<file path="config.mk">
export PLATFORM = sky130hd
export DESIGN_NAME = census_window
export DESIGN_NICKNAME = d
export VERILOG_FILES = /design/src/rtl/stereo_pkg.sv /design/src/rtl/census_linebuf.sv /design/src/rtl/census_window.sv
export SDC_FILE = /design/constraint.sdc
export NUM_CORES = 1
export LEC_CHECK = 0
export BUFFER_PORTS_ARGS = -buffer_cell sky130_fd_sc_hd__buf_4
export CAP_MARGIN = 40
export CORE_UTILIZATION = 55
export CTS_CLUSTER_DIAMETER = 150
export DETAILED_ROUTE_END_ITERATION = 10
export PLACE_DENSITY = 0.71
export SLEW_MARGIN = 10
export SYNTH_ARGS = -nofsm -noshare
export SYNTH_HDL_FRONTEND = slang
export SYNTH_SLANG_ARGS = --single-unit
</file>
<file path="constraint.sdc">
create_clock -name clk -period 6.2 [get_ports clk]
set_clock_uncertainty 0.2 [all_clocks]
set_input_delay 1.24 -clock clk [delete_from_list [all_inputs] [get_ports clk]]
set_output_delay 1.24 -clock clk [all_outputs]
set_load 0.01 [all_outputs]
</file>
<file path="src/rtl/stereo_pkg.sv">
// -----------------------------------------------------------------------------
// stereo_pkg
// Shared constants for the stereo census / disparity pipeline.
//   DEF_*      : default geometry used by census_window and its line buffers
//   CENSUS_W   : census vector width, shared with the disparity minimiser
//   census_t   : census vector type (lham/rham operands downstream)
//   clog2_min1 : address/counter width helper that never returns zero
// -----------------------------------------------------------------------------
package stereo_pkg;
   localparam int DEF_PIXEL_WIDTH  = 8;
   localparam int DEF_LINE_WIDTH   = 16;
   localparam int DEF_NUM_LINES    = 3;
   localparam int DEF_HAMMING_SIZE = DEF_NUM_LINES * DEF_NUM_LINES - 2;
   localparam int CENSUS_W         = DEF_HAMMING_SIZE + 1;

   typedef logic [CENSUS_W-1:0] census_t;

   function automatic int clog2_min1(input int v);
      return (v <= 2) ? 1 : $clog2(v);
   endfunction
endpackage

</file>
<file path="src/rtl/census_linebuf.sv">
// -----------------------------------------------------------------------------
// census_linebuf
// One image line of pixel storage, indexed by column. The read port is
// combinational so the old contents at i_addr are seen before the write
// at the same address lands on the clock edge (read-before-write).
//   i_clk   : clock
//   i_we    : write enable (one write per accepted pixel)
//   i_addr  : column address, shared by read and write
//   i_wdata : data written at i_addr
//   o_rdata : current contents at i_addr
// -----------------------------------------------------------------------------
module census_linebuf
   import stereo_pkg::*;
#(
   parameter int DATA_W = DEF_PIXEL_WIDTH,
   parameter int DEPTH  = DEF_LINE_WIDTH,
   parameter int ADDR_W = clog2_min1(DEF_LINE_WIDTH)
) (
   input  logic              i_clk,
   input  logic              i_we,
   input  logic [ADDR_W-1:0] i_addr,
   input  logic [DATA_W-1:0] i_wdata,
   output logic [DATA_W-1:0] o_rdata
);
   // Contents are never cleared; stale data is masked by the window valid logic.
   logic [DATA_W-1:0] r_mem [DEPTH];

   assign o_rdata = r_mem[i_addr];

   always_ff @(posedge i_clk) begin
      if (i_we) r_mem[i_addr] <= i_wdata;
   end
endmodule

</file>
<file path="src/rtl/census_window.sv">
// -----------------------------------------------------------------------------
// census_window
// Streaming NUM_LINES x NUM_LINES census transform over a raster pixel stream.
//   clk       : clock, rising edge
//   reset     : synchronous, active-low; overrides pix_valid/sof
//   pix_in    : raster-order pixel
//   pix_valid : pix_in accepted this edge (no backpressure)
//   sof       : start of frame, qualified by pix_valid; pixel is (0,0)
//   ham_out   : census vector, bit HAMMING_SIZE = top-left neighbour
//   ham_valid : one-cycle pulse, one edge after the pixel that completes a window
// -----------------------------------------------------------------------------
module census_window
   import stereo_pkg::*;
#(
   parameter int PIXEL_WIDTH  = DEF_PIXEL_WIDTH,
   parameter int LINE_WIDTH   = DEF_LINE_WIDTH,
   parameter int NUM_LINES    = DEF_NUM_LINES,
   parameter int HAMMING_SIZE = NUM_LINES * NUM_LINES - 2
) (
   input  logic                   clk,
   input  logic                   reset,
   input  logic [PIXEL_WIDTH-1:0] pix_in,
   input  logic                   pix_valid,
   input  logic                   sof,
   output logic [HAMMING_SIZE:0]  ham_out,
   output logic                   ham_valid
);
   localparam int COL_W = clog2_min1(LINE_WIDTH);
   localparam int ROW_W = clog2_min1(NUM_LINES);
   localparam int CTR   = (NUM_LINES - 1) / 2;
   localparam logic [COL_W-1:0] COL_LAST = COL_W'(LINE_WIDTH - 1);
   localparam logic [COL_W-1:0] COL_MIN  = COL_W'(NUM_LINES - 1);
   localparam logic [ROW_W-1:0] ROW_LAST = ROW_W'(NUM_LINES - 1);

   logic [COL_W-1:0]       r_col, w_col_cur;
   logic [ROW_W-1:0]       r_row, w_row_cur;
   logic [PIXEL_WIDTH-1:0] r_win     [NUM_LINES][NUM_LINES];
   logic [PIXEL_WIDTH-1:0] w_win_nxt [NUM_LINES][NUM_LINES];
   logic [PIXEL_WIDTH-1:0] w_lb_rd   [NUM_LINES-1];
   logic [HAMMING_SIZE:0]  r_ham, w_census;
   logic                   r_ham_vld, w_full;

   // sof relabels the incoming pixel as (0,0) before anything else uses the counts.
   assign w_col_cur = sof ? '0 : r_col;
   assign w_row_cur = sof ? '0 : r_row;
   // Row saturates at ROW_LAST, so equality means "enough lines in this frame".
   assign w_full    = (w_row_cur == ROW_LAST) && (w_col_cur >= COL_MIN);

   // Buffer 0 holds the previous line, buffer k the line k+1 above; each
   // buffer passes its displaced pixel down to the next-older buffer.
   for (genvar k = 0; k < NUM_LINES - 1; k++) begin : g_lb
      logic [PIXEL_WIDTH-1:0] w_wdata;
      if (k == 0) begin : g_head
         assign w_wdata = pix_in;
      end else begin : g_tail
         assign w_wdata = w_lb_rd[k-1];
      end
      census_linebuf #(
         .DATA_W (PIXEL_WIDTH),
         .DEPTH  (LINE_WIDTH),
         .ADDR_W (COL_W)
      ) u_lb (
         .i_clk   (clk),
         .i_we    (pix_valid & reset),
         .i_addr  (w_col_cur),
         .i_wdata (w_wdata),
         .o_rdata (w_lb_rd[k])
      );
   end

   // Window after this pixel: shift left, new right column oldest line on top.
   always_comb begin
      for (int r = 0; r < NUM_LINES; r++) begin
         for (int c = 0; c < NUM_LINES - 1; c++) w_win_nxt[r][c] = r_win[r][c+1];
      end
      for (int r = 0; r < NUM_LINES - 1; r++) w_win_nxt[r][NUM_LINES-1] = w_lb_rd[NUM_LINES-2-r];
      w_win_nxt[NUM_LINES-1][NUM_LINES-1] = pix_in;
   end

   // Census over the post-shift window so the vector registers one edge after acceptance.
   always_comb begin
      int b;
      w_census = '0;
      b        = HAMMING_SIZE;
      for (int r = 0; r < NUM_LINES; r++) begin
         for (int c = 0; c < NUM_LINES; c++) begin
            if (!(r == CTR && c == CTR)) begin
               w_census[b] = (w_win_nxt[r][c] < w_win_nxt[CTR][CTR]);
               b           = b - 1;
            end
         end
      end
   end

   always_ff @(posedge clk) begin
      if (!reset) begin
         r_col     <= '0;
         r_row     <= '0;
         r_ham     <= '0;
         r_ham_vld <= 1'b0;
         for (int r = 0; r < NUM_LINES; r++)
            for (int c = 0; c < NUM_LINES; c++) r_win[r][c] <= '0;
      end else begin
         r_ham_vld <= 1'b0;
         if (pix_valid) begin
            r_win <= w_win_nxt;
            if (w_full) begin
               r_ham     <= w_census;
               r_ham_vld <= 1'b1;
            end
            if (w_col_cur == COL_LAST) begin
               r_col <= '0;
               r_row <= (w_row_cur == ROW_LAST) ? w_row_cur : w_row_cur + 1'b1;
            end else begin
               r_col <= w_col_cur + 1'b1;
               r_row <= w_row_cur;
            end
         end
      end
   end

   assign ham_out   = r_ham;
   assign ham_valid = r_ham_vld;
endmodule

</file>
==> impl_metrics.yaml <==
run_status:
  status: "finished clean"
route:
  drt-wirelength-per-cell_um: 21.7
  routed_wl_um: 31100
  drcViolationCount: 0
  drtIter0Drc: 760
  vias_per_cell: 5.97
  drtAntennaViolNets: 0
  firstDrtPassIters: 5
  via_count: 8546
final_layout:
  multi_input_area_um2: 4480
  antenna_cells: 0
  regArea_um2: 8950
  layout_commonest_cell: "edfxtp_1"
  syn_to_final_growth_pct: 12.9
  drive_gt1_share_pct: 11.5
  nFillCells: 1866
  final_cells: 1431
  nNetsFinal: 1156
  final_cell_mix: "edfxtp_1, nand2_1, nor2b_1, ha_1, dfxtp_1"
power_and_ir_drop:
  p_leak_nw: 5.48
  pwr-share-seq_pct: 51.6
  power_density_nw_per_um2: 297
  netSwitchingPower_mw: 1.02
  p_int_mw: 3.57
  p_sw_share_pct: 22.2
  ir_drop_mv: 0.230
  clockPowerShare_pct: 41.3
  power_frac_comb_pct: 7.1
logic_synthesis:
  synth-seq-cells: 319
  synthFlopType: "edfxtp_1"
  avgSynthCellArea_um2: 13.1
  yosysUniqueCellTypes: 43
  syn_inst: 1047
  syn_nets: 1121
  ys_seq_area_share_pct: 65.3
  synthArstFlopShare_pct: 0
  ys_warn_count: 0
  synth_enable_flop_cells: 256
  netlist_area_um2: 13700
sta:
  period_minus_slack_ns: 4.09
  max-slew-margin-rel_pct: 44.6
  finalSetupTns_ns: 0
  rsz0062_at_grt: "false"
  timing.fmax_mhz: 244
  post-route-period-util_pct: 66.0
  finalSetupViolCount: 0
  hold_violations: 0
  worstMarginPinSlew_ns: 0.830
  hold_slack_ns: 0.267
  drv_slew: 0
setup_path:
  path_class: "input pin to register"
  critical_path_required_ns: 6.45
  crit_path_start_kind: "input pin"
  crit_path_frequent_cell: "buf_4"
  crit_path_end_kind: "register"
  cpMaxStageDelayCell: "inv_2"
  crit_path_max_fanout: 31
  arrival_ns: 4.34
  path_delay_family: "compound AO/OA/AOI/OAI gates"
  worstPathCellList: "buf_4 > nor2b_1 > buf_4 > inv_2 > buf_4 > a211oi_1 > a31oi_1 > o22ai_1 > nor2_1 > ha_1 > a21o_1 > a21o_1 > a211oi_1 > a32o_1"
  path_buf_inv: 4
  slowest_delay_ns: 0.50
floorplanning:
  top_level_ports: 21
  start_util_pct: 56.1
  die_x_um: 160
  row_count: 57
  fp.dieH_um: 160
  design.core.area_um2: 24400
  die_area_um2: 25500
clocking:
  cts_root_buf: "clkbuf_16"
  cts_made_buffers: 35
  cts_setup_buffers: 0
  clk-insertion-delay-late_ns: 0.51
  htreeDepth: 2
  path_clk_slew_ns: 0.06
  post_cts_resized: 0
  cts_max_path_buffers: 3
  cts-hold-fix-buffers: 0
  cts_num_sinks: 319
  cts_tree: "yes"
global_route:
  grt_max_degree: 68
  grt_util_all_layers_pct: 25.0
  grt.overflow.total: 0
  grt_pass1_vias: 8428
  antenna_found_initial: 0
  grt_first_pass_wirelength_um: 48700
placed_design:
  portBuffers: 20
  dp_hpwl_um: 19200
  place_congestion: 0.796
  post-place-cells: 1369
hold_path:
  min_path_type: "register to register"
job:
  max_cap_viol_count: 0
-- sequential cells by signal, summed over array words and instances, names as in the netlist --
| name | count |
|---|---|
| g_lb.u_lb.r_mem | 256 |
| r_row | 2 |
| r_win | 48 |
| ham_out | 8 |
| ham_valid | 1 |
| r_col | 4 |
-- final timing paths --
check | start | to | slack, ns | depth (start not counted)
max reg2reg | r_col[1] | ham_out[5] | 2.37 | 14
min | ham_out[7] | ham_out[7] | 0.27 | 2
min reg2reg | ham_out[7] | ham_out[7] | 0.27 | 2
max | sof | ham_out[5] | 2.11 | 14
-- through the flow --
step | setup slack (ns) | power [mW] | cell area, um^2 | utilization (%)
3_5_place_dp | 1.61 | 2.74 | 14400 | 59.1
3_3_place_gp | 1.65 | 2.73 | 14200 | 58.4
4_1_cts | 2.13 | 4.62 | 15500 | 63.4
5_1_grt | 1.92 | 4.74 | 15500 | 63.4
2_1_floorplan | 2.21 | 2.62 | 13700 | -
6_report | 2.11 | 4.59 | 15500 | 63.4
-- power by group through the flow --
stage,Clock (mW),Sequential (mW),Combinational [mW]
floorplan,0,2.40,0.221
global placement,0,2.41,0.317
detailed placement,0,2.41,0.325
CTS,1.92,2.37,0.327
global route,2.01,2.37,0.362
finish,1.90,2.37,0.325
-- cells in the mapped netlist (2+ instances only) --
| cell type | n | area [um^2] |
|---|---|---|
| buf_1 | 9 | 33.8 |
| nand2b_1 | 11 | 68.8 |
| a21oi_1 | 8 | 40.0 |
| nand4_1 | 5 | 31.3 |
| o221ai_1 | 6 | 52.6 |
| nor2b_1 | 97 | 607 |
| o211ai_1 | 4 | 30.0 |
| nand2_1 | 128 | 480 |
| dfxtp_1 | 63 | 1260 |
| a31oi_1 | 47 | 294 |
| and2_1 | 2 | 12.5 |
| inv_2 | 2 | 7.51 |
| a21boi_0 | 8 | 60.1 |
| inv_1 | 11 | 41.3 |
| clkbuf_1 | 27 | 101 |
| o22ai_1 | 30 | 188 |
| o21ai_0 | 21 | 105 |
| nor3_1 | 6 | 30.0 |
| o22a_1 | 4 | 35.0 |
| mux2i_1 | 60 | 601 |
| nor2_1 | 46 | 173 |
| a21o_1 | 16 | 120 |
| o211a_1 | 2 | 20.0 |
| nand3_1 | 11 | 55.1 |
| mux4_2 | 2 | 45.0 |
| a211oi_1 | 54 | 405 |
| edfxtp_1 | 256 | 7690 |
| and2b_1 | 3 | 22.5 |
| o21a_1 | 11 | 82.6 |
| ha_1 | 62 | 776 |
| buf_2 | 23 | 115 |
-- cell families after synthesis --
group	after synthesis	share of synthesized area, %
and+or+nand+nor	312	11.0
buffers and inverters	74	2.32
AOI/OAI and AO/OA	217	10.9
muxes	63	4.80
adders and majority gates	62	5.66
DFF	319	65.3
-- final cells by class --
cell class	count	share of cell area, %
multi-input combinational	654	28.9
timing repair buffer	59	3.48
sequential	319	57.9
clock buffer	46	6.06
inverter	13	0.316
tap	324	2.62
clock inverter	16	0.680
-- routing by layer --
layer | up-vias | track usage (%) | wire (um)
met5 | - | 0 | 0
met4 | 0 | 7.75 | 787
met3 | 51 | 3.64 | 2130
met2 | 307 | 40.5 | 14600
met1 | 4203 | 35.2 | 13500
li1 | 3985 | - | -
-- tightest hold or removal path, cell delays in order (launching register included) --
cell and delay [ns]:
dfxtp_1 0.31, nand2_1 0.05, a21boi_0 0.06
No activity file was read; power rests on OpenSTA's default activity.
